==> config.mk <==
export PLATFORM = sky130hd
export DESIGN_NAME = useq_ctl
export DESIGN_NICKNAME = d
export VERILOG_FILES = /design/src/rtl/useq_ctl.sv
export SDC_FILE = /design/constraint.sdc
export NUM_CORES = 1
export LEC_CHECK = 0
export CAP_MARGIN = 15
export CORE_MARGIN = 3
export CORE_UTILIZATION = 35
export CTS_CLUSTER_DIAMETER = 200
export CTS_CLUSTER_SIZE = 24
export DETAILED_ROUTE_END_ITERATION = 10
export PLACE_DENSITY = 0.57
export SKIP_CTS_REPAIR_TIMING = 1
export SYNTH_ARGS = -nofsm -noshare
export SYNTH_HDL_FRONTEND = slang
export SYNTH_SLANG_ARGS = --single-unit
==> constraint.sdc <==
create_clock -name clk -period 3.6 [get_ports clk]
set_input_delay 1.08 -clock clk [delete_from_list [all_inputs] [get_ports clk]]
set_output_delay 1.08 -clock clk [all_outputs]
set_load 0.02 [all_outputs]
==> src/rtl/useq_ctl.sv <==
// Microcode sequencer: computes the next microcode address for a 1-cycle synchronous ROM,
// with micro-subroutine stack, polled WAIT, RDY stall and edge-latched NMI over level IRQ.
module useq_ctl #(
  parameter int                ADDR_W  = 9,
  parameter int                CTRL_W  = 36,
  parameter int                SEQ_LSB = 22,
  parameter int                FIN_LSB = 10,
  parameter int                WE_BIT  = 28,
  parameter int                B_BIT   = 8,
  parameter int                STK_D   = 4,
  parameter logic [ADDR_W-1:0] RST_VEC = 'h160,
  parameter logic [ADDR_W-1:0] NMI_VEC = 'h170,
  parameter logic [ADDR_W-1:0] IRQ_VEC = 'h168
) (
  input  logic              clk,
  input  logic              reset,
  input  logic              rdy,
  input  logic              irq,
  input  logic              nmi,
  input  logic              I,
  input  logic              D,
  input  logic              cond,
  input  logic [ADDR_W-2:0] DB,
  input  logic [CTRL_W-1:0] ctrl,
  output logic [ADDR_W-1:0] upc,
  output logic              sync,
  output logic              WE,
  output logic              B,
  output logic [1:0]        int_ack,
  output logic              err
);

  localparam int LINK_W = ADDR_W - 2;
  localparam int FIN_W  = ADDR_W - 4;
  localparam int SP_W   = $clog2(STK_D + 1);
  localparam int IDX_W  = (STK_D > 1) ? $clog2(STK_D) : 1;
  localparam logic [SP_W-1:0]  SP_FULL  = SP_W'(STK_D);
  localparam logic [IDX_W-1:0] IDX_LAST = IDX_W'(STK_D - 1);

  typedef enum logic [2:0] {
    OP_DECODE = 3'b000,
    OP_NEXT   = 3'b001,
    OP_FINISH = 3'b010,
    OP_NSAVE  = 3'b011,
    OP_CALL   = 3'b100,
    OP_RET    = 3'b101,
    OP_WAIT   = 3'b110,
    OP_ILL    = 3'b111
  } seq_op_t;

  seq_op_t           seq_op;
  logic [LINK_W-1:0] link;
  logic [FIN_W-1:0]  fin;
  logic              unused_ctrl;

  logic [ADDR_W-1:0] upc_q;
  logic [FIN_W-1:0]  finish;
  logic [ADDR_W-1:0] stack [STK_D];
  logic [SP_W-1:0]   sp;
  logic              we_q;
  logic [1:0]        int_ack_q;
  logic              err_q;
  logic              nmi_q;
  logic              nmi_pend;

  logic [ADDR_W-1:0] upc_n;
  logic [ADDR_W-1:0] jump;
  logic [ADDR_W-1:0] ret_addr;
  logic [IDX_W-1:0]  top_idx;
  logic [IDX_W-1:0]  wr_idx;
  logic              stk_full;
  logic              stk_empty;
  logic              take_nmi;
  logic              take_irq;
  logic              push;
  logic              pop;
  logic              ld_fin;
  logic              fault;
  logic              fetch;
  logic              nmi_edge;

  assign seq_op      = seq_op_t'(ctrl[SEQ_LSB +: 3]);
  assign link        = ctrl[LINK_W-1:0];
  assign fin         = ctrl[FIN_LSB +: FIN_W];
  assign unused_ctrl = ^ctrl;

  assign jump      = {1'b1, D, link};
  assign ret_addr  = upc_q + ADDR_W'(1);
  assign stk_full  = (sp == SP_FULL);
  assign stk_empty = (sp == '0);
  assign top_idx   = IDX_W'(sp - SP_W'(1));
  // A push into a full stack lands on the top entry instead of growing the stack.
  assign wr_idx    = stk_full ? IDX_LAST : IDX_W'(sp);
  assign nmi_edge  = nmi & ~nmi_q;

  always_comb begin
    upc_n    = upc_q;
    take_nmi = 1'b0;
    take_irq = 1'b0;
    push     = 1'b0;
    pop      = 1'b0;
    ld_fin   = 1'b0;
    fault    = 1'b0;
    fetch    = 1'b0;
    if (rdy) begin
      case (seq_op)
        OP_DECODE, OP_ILL: begin
          fetch = 1'b1;
          fault = (seq_op == OP_ILL);
          if (nmi_pend) begin
            upc_n    = NMI_VEC;
            take_nmi = 1'b1;
          end else if (irq && !I) begin
            upc_n    = IRQ_VEC;
            take_irq = 1'b1;
          end else begin
            upc_n = {1'b0, DB};
          end
        end
        OP_NEXT:   upc_n = jump;
        OP_FINISH: upc_n = {1'b1, D, 2'b10, finish};
        OP_NSAVE: begin
          upc_n  = jump;
          ld_fin = 1'b1;
        end
        OP_CALL: begin
          upc_n = jump;
          push  = 1'b1;
          fault = stk_full;
        end
        OP_RET: begin
          pop = 1'b1;
          if (stk_empty) begin
            upc_n = RST_VEC;
            fault = 1'b1;
          end else begin
            upc_n = stack[top_idx];
          end
        end
        OP_WAIT:   upc_n = cond ? jump : upc_q;
        default:   upc_n = upc_q;
      endcase
    end
  end

  assign upc     = reset ? RST_VEC : upc_n;
  assign sync    = ~reset & fetch & ~take_nmi & ~take_irq;
  assign WE      = we_q;
  assign B       = ctrl[B_BIT];
  assign int_ack = int_ack_q;
  assign err     = err_q;

  always_ff @(posedge clk) begin
    if (reset) begin
      upc_q     <= RST_VEC;
      we_q      <= 1'b0;
      finish    <= '0;
      sp        <= '0;
      nmi_pend  <= 1'b0;
      int_ack_q <= 2'b00;
      err_q     <= 1'b0;
      nmi_q     <= nmi;
    end else begin
      // The NMI edge detector keeps running through RDY stalls; a new edge re-pends even while taken.
      nmi_q    <= nmi;
      nmi_pend <= nmi_edge | (nmi_pend & ~take_nmi);
      if (rdy) begin
        upc_q     <= upc_n;
        we_q      <= ctrl[WE_BIT];
        int_ack_q <= {take_nmi, take_irq};
        if (fault)              err_q  <= 1'b1;
        if (ld_fin)             finish <= fin;
        if (push && !stk_full)  sp     <= sp + SP_W'(1);
        if (pop && !stk_empty)  sp     <= sp - SP_W'(1);
      end
    end
  end

  always_ff @(posedge clk) begin
    if (!reset && push) stack[wr_idx] <= ret_addr;
  end

endmodule

; ---- After elaboration in Yosys (flattened, before gate mapping)
; Memory sizes are Yosys's and may differ from the RTL's.
; Index checks and enable logic that the tools add are counted.
[totals]
mem_count = 1
ramBits = 36
input_bits = 52
register_bits = 23
[op_classes]
n_addsub = 3
bitwise_logic = 10
n_mux = 30
reduce_logical = 16
eq_ne = 8
[mem_list]
columns = memory, words, width, rd, rd_ports_with_merged_regs, wr, line_no
row1 = stack, 4, 9, 1, 0, 1, 58  ; logic [ADDR_W-1:0] stack [STK_D];
[ops]
columns = operator, count
row1 = 9-bit 2-to-1 mux, 6
row2 = 9-bit one-hot mux with 5 select lines, 1
row3 = 1-bit 2-to-1 mux, 19
row4 = 3-bit == test (second input constant), 5
row5 = 9-bit by 1-bit adder with 9-bit output (second input constant), 1
row6 = 3-bit by 2-bit == test with 1-bit output (second input constant), 2
row7 = 3-bit logical NOT, 2
row8 = 3-bit 2-to-1 mux, 2
row9 = 2-bit AND reduction, 3
row10 = 1-bit bitwise AND, 5
row11 = 1-bit logical AND, 4
row12 = 1-bit logical NOT, 4
row13 = 1-bit NOT, 4
row14 = 3-bit by 1-bit adder with 3-bit output (second input constant), 1
row15 = 3-bit by 1-bit == test with 1-bit output (second input constant), 1
row16 = 1-bit one-hot mux with 3 select lines, 1
row17 = 3-bit OR reduction, 1
row18 = 3-bit by 1-bit subtractor with 3-bit output (second input constant), 1
row19 = 2-bit 2-to-1 mux, 1
row20 = 2-bit nonzero test, 1
row21 = 2-bit OR reduction, 1
row22 = 1-bit OR, 1

; ---- Longest topological paths before layout
; Gate-level depths: netlist of the first run.
[logic_depth]
depth_word = 8
depth_mapped = 9

; ---- Least setup slack after synthesis of the first run
; No wires, ideal clock.
[synth_path]
kind = input-to-output
start = input port ctrl[24]
end = output port upc[1]
t_required_ns = 2.520
path_slack_ns = 0.078
path_stages = 6
arrival_ns = 2.442
path_cell_list = buf_4 -> nand2b_1 -> o21ai_1 -> a22oi_1 -> o221a_2 -> o32ai_1
[synth_via]
elab_chain_cells = 5
word_cells_on_any_way = 13
classes_between = eq/ne (7) / mux (3) / reduce/logical (3)
[synth_lines]
columns = element, line_no
row1 = start: declaration, 24  ; input logic [CTRL_W-1:0] ctrl,
row2 = "3-bit == test, or another cell as far along", 106  ; case (seq_op)
row3 = 3-bit OR reduction (no source line) or 2-bit OR reduction (tied branches), -
row4 = 9-bit one-hot mux with 5 select lines (*), 106
row5 = 9-bit 2-to-1 mux (*), 105  ; if (rdy) begin
row6 = 9-bit 2-to-1 mux (*), 146  ; assign upc = reset ? RST_VEC : upc_n;
row7 = end: declaration, 25  ; output logic [ADDR_W-1:0] upc,
; Every way passes the cells marked *; elsewhere a longest branch is shown, timed or not.

; ---- Worst setup path after layout of the first run
[layout_path]
start = input port ctrl[24]
end = output port upc[4]
; Same word-level chain as after synthesis.

==> flow_summary.ini, run 1 <==
[route]
drc = 0
drt-total-wl_mm = 8.33
routedWlPerCell_um = 17.2
ant_nets = 0
dr_total_vias = 2546
drt_iter0_drc = 82
via_per_inst = 5.26
first_pass_iters = 4

[synth]
netlist_instances = 268
yosys.area_share.simple = 0.129
syn_nets = 326
synthFlopType = edfxtp_1
yosysTopAreaCell = edfxtp_1
yosysMostFrequentCell = edfxtp_1
synthMuxAreaShare = 0.0960
synthesis.area_um2 = 3020
synth_top_family_by_area = compound AO/OA/AOI/OAI gates
synth_common_cells = edfxtp_1, nor2_1, dfxtp_1, a21oi_1
ys_seq_area_frac = 0.510
synth-xor-area-share = 0.0261
synth_edf_count = 36
ys_ff_latch = 59
ys_types = 53
yosysWarnings = 0
async_flop_share = 0
synth-compound-area-share = 0.175
synth_area_leaders = edfxtp_1, dfxtp_1, mux4_2
synth_top_area_frac = 0.357
synthAdderAreaFrac = 0.0281
syn_area_per_cell_um2 = 11.3

[timing]
finalCritPeriodShare = 0.991
setup_violations = 0
skew_ns = 0.00907
period_needed_ns = 3.57
max_slew_margin = 0.663
maxSlewViolCount = 0
holdWs_ns = 0.468
grt_setup_unrepaired = yes
hold_viol_final = 0
final.setup.worst_slack_ns = 0.0313
max_freq_mhz = 280
tightest_slew_ns = 0.506

[clocking]
root_buffer = clkbuf_8
clock_path_buffers = 2
cts_tree = yes
h-tree-depth = 3
cts_num_sinks = 59
worst_skew_pair.late_latency_ns = 0.35
clkSlewWorstSetupHoldPaths_ns = 0.08
cts_buffers = 9

[placement]
post_dp_cell_area_um2 = 3950
portBuffers = 45
hpwlAfterDp_mm = 5.90
routabilityCongestion = 0.859
dp.cells = 457
pre_cts_ws_ns = -1.01

[critical_path]
end_kind = output port
cp.arrival_ns = 2.49
rrSetupSlack_ns = 1.68
rr_worst_depth = 7
r2r_end = upc_q[7]
crit_fanout = 6
worstSetupStartpointType = input port
critPathLaunch = ctrl[24]
r2r-start = sp[1]
path_class = input port to output port
required_ns = 2.52

[layout]
regArea_um2 = 1540
n_antenna_cell = 0
area_growth_pct = 46.6
nets = 432
multi_input_area_um2 = 1590
drive_gt1_frac = 0.388
finalNonFillerCells = 484
n_fill_cell = 739
fin_area_um2 = 4430

[power_and_ir_drop]
totalPowerFinal_mw = 1.61
p_leak_nw = 1.71
peakVddDrop_mv = 0.167
p_sw_frac = 0.287
pwr-share-seq = 0.464
clock_power_share = 0.349
power_frac_comb = 0.187
power_per_cell_area_nw_per_um2 = 364
switchingPower_mw = 0.463
internal_power_mw = 1.15

[floorplanning]
initial_core_util = 0.364
pin_count = 67
rows = 33
fp.dieH_um = 99.0
die-area_um2 = 9790
die_x_um = 99.0
coreArea_um2 = 8300

[worst_hold_path]
worstHoldPathCells = 2
holdPathEnd = int_ack[0]
hold_path.class = register to register
hold_start = int_ack[0]

[global_routing]
antenna_found_initial = 0
grt_pass1_vias = 2428
grt_max_degree = 14
grt-ovfl-total = 0
track_usage = 0.168
grt_pass1_wl_mm = 12.6

[flow_run]
maxCapViolCount = 0

[outcome]
outcome = complete, no violations
-- state kept, by name (all words and copies together) (netlist names) --
name,cells
int_ack,2
nmi_q,1
finish,5
upc_q,9
WE,1
err,1
sp,3
nmi_pend,1
stack,36
-- cell usage in the layout (no fill, tap or decap), types with 4 or more instances in the layout --
cell,count
clkbuf_8,9
nor3_4,4
buf_4,59
ha_1,6
o221a_2,5
nor2b_1,5
a21oi_1,15
a22oi_2,4
xnor2_1,8
o32ai_2,4
nand2_1,13
dlymetal6s2s_1,6
nor2_1,23
inv_1,7
mux4_2,6
buf_6,10
nand3_1,5
a211oi_2,4
edfxtp_1,36
o21ai_2,4
dfxtp_1,23
o32ai_1,5
mux2i_1,8
clkdlybuf4s50_1,27
o21ai_0,10
-- final cells by class --
type / count / share of cell area
Inverter: 8 / 0.00762
Sequential cell: 59 / 0.348
Timing Repair Buffer: 110 / 0.216
Tap cell: 105 / 0.0296
Clock inverter: 7 / 0.0133
Multi-Input combinational cell: 186 / 0.358
Clock buffer: 9 / 0.0279
-- power groups by stage --
| stage | Clock, mW | Combinational [mW] | Sequential (mW) |
|---|---|---|---|
| after floorplan | 0 | 0.129 | 0.760 |
| after global routing | 0.616 | 0.326 | 0.750 |
| final | 0.563 | 0.301 | 0.749 |
| after detailed placement | 0 | 0.260 | 0.762 |
| after global placement | 0 | 0.257 | 0.762 |
| after CTS | 0.581 | 0.261 | 0.747 |
-- worst max-delay path, stage by stage --
cell            delay (ns)
dlymetal6s2s_1        0.15
buf_2                 0.16
and3_4                0.19
buf_4                 0.13
nor2_4                0.12
buf_6                 0.16
nor3_4                0.05
o32ai_2               0.26
buf_4                 0.18
-- metrics by stage --
| stage | util | setup TNS [ns] |
|---|---|---|
| final | 0.534 | 0 |
| after global routing | 0.534 | -0.0754 |
| after CTS | 0.497 | -8.17 |
| after floorplan | - | 0 |
| after global placement | 0.475 | -8.12 |
| after detailed placement | 0.475 | -8.09 |
-- logic make-up after synthesis --
group	after synthesis
AO/OA/AOI/OAI	76
AND/OR/NAND/NOR	76
flip-flops	59
buffers and inverters	23
multiplexers	18
XOR/XNOR	9
adder cells (fa/ha/maj)	7
-- metal layers --
layer / global-route usage / wire length [um]
met5: 0 / 0
met4: 0.0410 / 80
met3: 0.0481 / 561
met2: 0.272 / 4110
met1: 0.223 / 3580
-- how the worst max path moves through the flow --
stage	slack, ns	cells after the start	to
floorplan	0.08	6	upc[1]
global placement	-0.99	8	upc[6]
detailed placement	-1.01	8	upc[6]
CTS	-1.03	8	upc[6]
global route	-0.02	9	upc[2]
finish	0.03	9	upc[4]
Power figures use the tool's default switching activity.
==> inputs of run 2 (changes only) <==
--- a/config.mk
+++ b/config.mk
@@ -5,6 +5,7 @@
 export SDC_FILE = /design/constraint.sdc
 export NUM_CORES = 1
 export LEC_CHECK = 0
+export ABC_CLOCK_PERIOD_IN_PS = 3600
 export CAP_MARGIN = 15
 export CORE_MARGIN = 3
 export CORE_UTILIZATION = 35
==> results of run 2 <==
Same layout as run 1: the final DEF is identical, and so are final timing and power.
==> inputs of run 3 (changes only) <==
--- a/config.mk
+++ b/config.mk
@@ -14,6 +14,7 @@
 export DETAILED_ROUTE_END_ITERATION = 10
 export PLACE_DENSITY = 0.57
 export SKIP_CTS_REPAIR_TIMING = 1
+export SKIP_LAST_GASP = 1
 export SYNTH_ARGS = -nofsm -noshare
 export SYNTH_HDL_FRONTEND = slang
 export SYNTH_SLANG_ARGS = --single-unit
==> run 3 against run 2 <==
Global-route usage unchanged. Critical endpoint unchanged. Critical path depth unchanged. Worst hold slack about the same. Total power decreased by 0.15%. Largest power group unchanged. Final area unchanged. Critical path type unchanged. Via count increased by 0.82%.
==> flow_summary.ini, run 3 (synthesis gave the netlist of run 1 again) <==
[outcome]
outcome = complete, no violations

[global_routing]
use_met2 = 0.272
grtUsageMet3 = 0.0481
antenna_found_initial = 0
track_usage = 0.168
use_met1 = 0.223
grt_max_degree = 14
busiest_layer = met2
grt-ovfl-total = 0
grt_pass1_wl_mm = 12.6
grt_pass1_vias = 2428

[clocking]
h-tree-depth = 3
clock_path_buffers = 2
cts_tree = yes
root_buffer = clkbuf_8
clkSlewWorstSetupHoldPaths_ns = 0.08
cts_buffers = 9
cts_num_sinks = 59
worst_skew_pair.late_latency_ns = 0.35

[layout]
regArea_um2 = 1540
nets = 432
drive_gt1_frac = 0.383
n_antenna_cell = 0
max_flop_register = stack
n_fill_cell = 738
largest_reg_flops = 36
final_common_cell = buf_4
top_regs = stack: 36 flops, upc_q: 9 flops, finish: 5 flops
multi_input_area_um2 = 1580
layout_common_cells = buf_4, edfxtp_1, clkdlybuf4s50_1, dfxtp_1, nor2_1
area_growth_pct = 46.6

[timing]
hold_viol_final = 0
tightest_slew_ns = 0.502
fin_tns_setup_ns = 0
setup_violations = 0
max_slew_margin = 0.665
max_freq_mhz = 281
grt_setup_unrepaired = yes
period_needed_ns = 3.56
maxSlewViolCount = 0
skew_ns = 0.00860
final.setup.worst_slack_ns = 0.0354
finalCritPeriodShare = 0.990

[power_and_ir_drop]
p_leak_nw = 1.71
switchingPower_mw = 0.460
internal_power_mw = 1.15
p_sw_frac = 0.286
clock_power_share = 0.348
power_frac_comb = 0.187
peakVddDrop_mv = 0.168
pwr-share-seq = 0.465
power_per_cell_area_nw_per_um2 = 363

[floorplanning]
die_x_um = 99.0
rows = 33
coreArea_um2 = 8300
die-area_um2 = 9790
pin_count = 67
initial_core_util = 0.364
fp.dieH_um = 99.0

[route]
routedWlPerCell_um = 17.2
drt-total-wl_mm = 8.31
drc = 0
drt_iter0_drc = 89
via_per_inst = 5.30
first_pass_iters = 4
dr_total_vias = 2567
ant_nets = 0

[worst_hold_path]
hold_start = int_ack[0]
worstHoldPathCells = 2
hold_path.class = register to register

[critical_path]
crit_top_cell = buf_4
cpPeakStageDelay_ns = 0.26
cp.arrival_ns = 2.48
critPathLaunch = ctrl[24]
critPathBufInv = 5
path_class = input port to output port
worstSetupStartpointType = input port
crit_fanout = 6
path_cells = dlymetal6s2s_1, buf_2, and3_4, buf_4, nor2_4, buf_6, nor3_4, o32ai_2, buf_4
end_kind = output port
required_ns = 2.52
rr_worst_depth = 7
worst_path_max_delay_cell = o32ai_2
path_depth = 9
r2r-start = sp[1]
path_delay_family = buffers and inverters

[placement]
pre_cts_ws_ns = -1.01
routabilityCongestion = 0.859
hpwlAfterDp_mm = 5.90
portBuffers = 45

[flow_run]
maxCapViolCount = 0
run 3: changes by cell type in the layout (fill, tap and decap cells not counted):
cell / change
clkbuf_2: -1
buf_4: +1
buf_6: -1
o21ai_2: -1
o21ai_1: +1
dlymetal6s2s_1: +1
run 3: layer usage:
metal / part of all wire / routed length, um / vias up
met2: 0.49 / 4100 / 66
li1: - / - / 1235
met1: 0.43 / 3590 / 1256
met3: 0.066 / 550 / 10
met5: 0 / 0 / -
met4: 0.0096 / 80 / 0
run 3: metrics by stage:
stage | hold WS, ns | total power, mW | cells | area, um^2 | util
6_report | 0.468 | 1.61 | 484 | 4430 | 0.534
5_1_grt | 0.485 | 1.69 | 484 | 4430 | 0.534
4_1_cts | 0.467 | 1.59 | 473 | 4130 | 0.497
3_5_place_dp | 0.457 | 1.02 | 457 | 3950 | 0.475
3_3_place_gp | 0.449 | 1.02 | 457 | 3950 | 0.475
2_1_floorplan | 0.462 | 0.889 | 268 | 3020 | -
run 3: tightest hold or removal path, cell delays in order, from the launching register on:
cell and delay, ns:
dfxtp_1 0.32, nand2_1 0.06, a21oi_1 0.05
run 3: power by group through the flow:
stage / Clock, mW / Sequential, mW / Combinational (mW)
after CTS: 0.581 / 0.747 / 0.261
after global placement: 0 / 0.762 / 0.257
after detailed placement: 0 / 0.762 / 0.260
after floorplan: 0 / 0.760 / 0.129
after global routing: 0.616 / 0.750 / 0.325
final: 0.561 / 0.749 / 0.300
run 3: layout make-up:
type | count | area share
Sequential cell | 59 | 0.348
Tap cell | 105 | 0.0296
Inverter | 8 | 0.00762
Timing Repair Buffer | 110 | 0.217
Clock inverter | 7 | 0.0133
Multi-Input combinational cell | 186 | 0.357
Clock buffer | 9 | 0.0279
run 3: path summary, 6_finish.rpt:
path                                    to  slack, ns
worst max register to register    upc_q[7]       1.67
worst max-delay path                upc[4]       0.04
worst min-delay path            int_ack[0]       0.47
worst min register to register  int_ack[0]       0.47
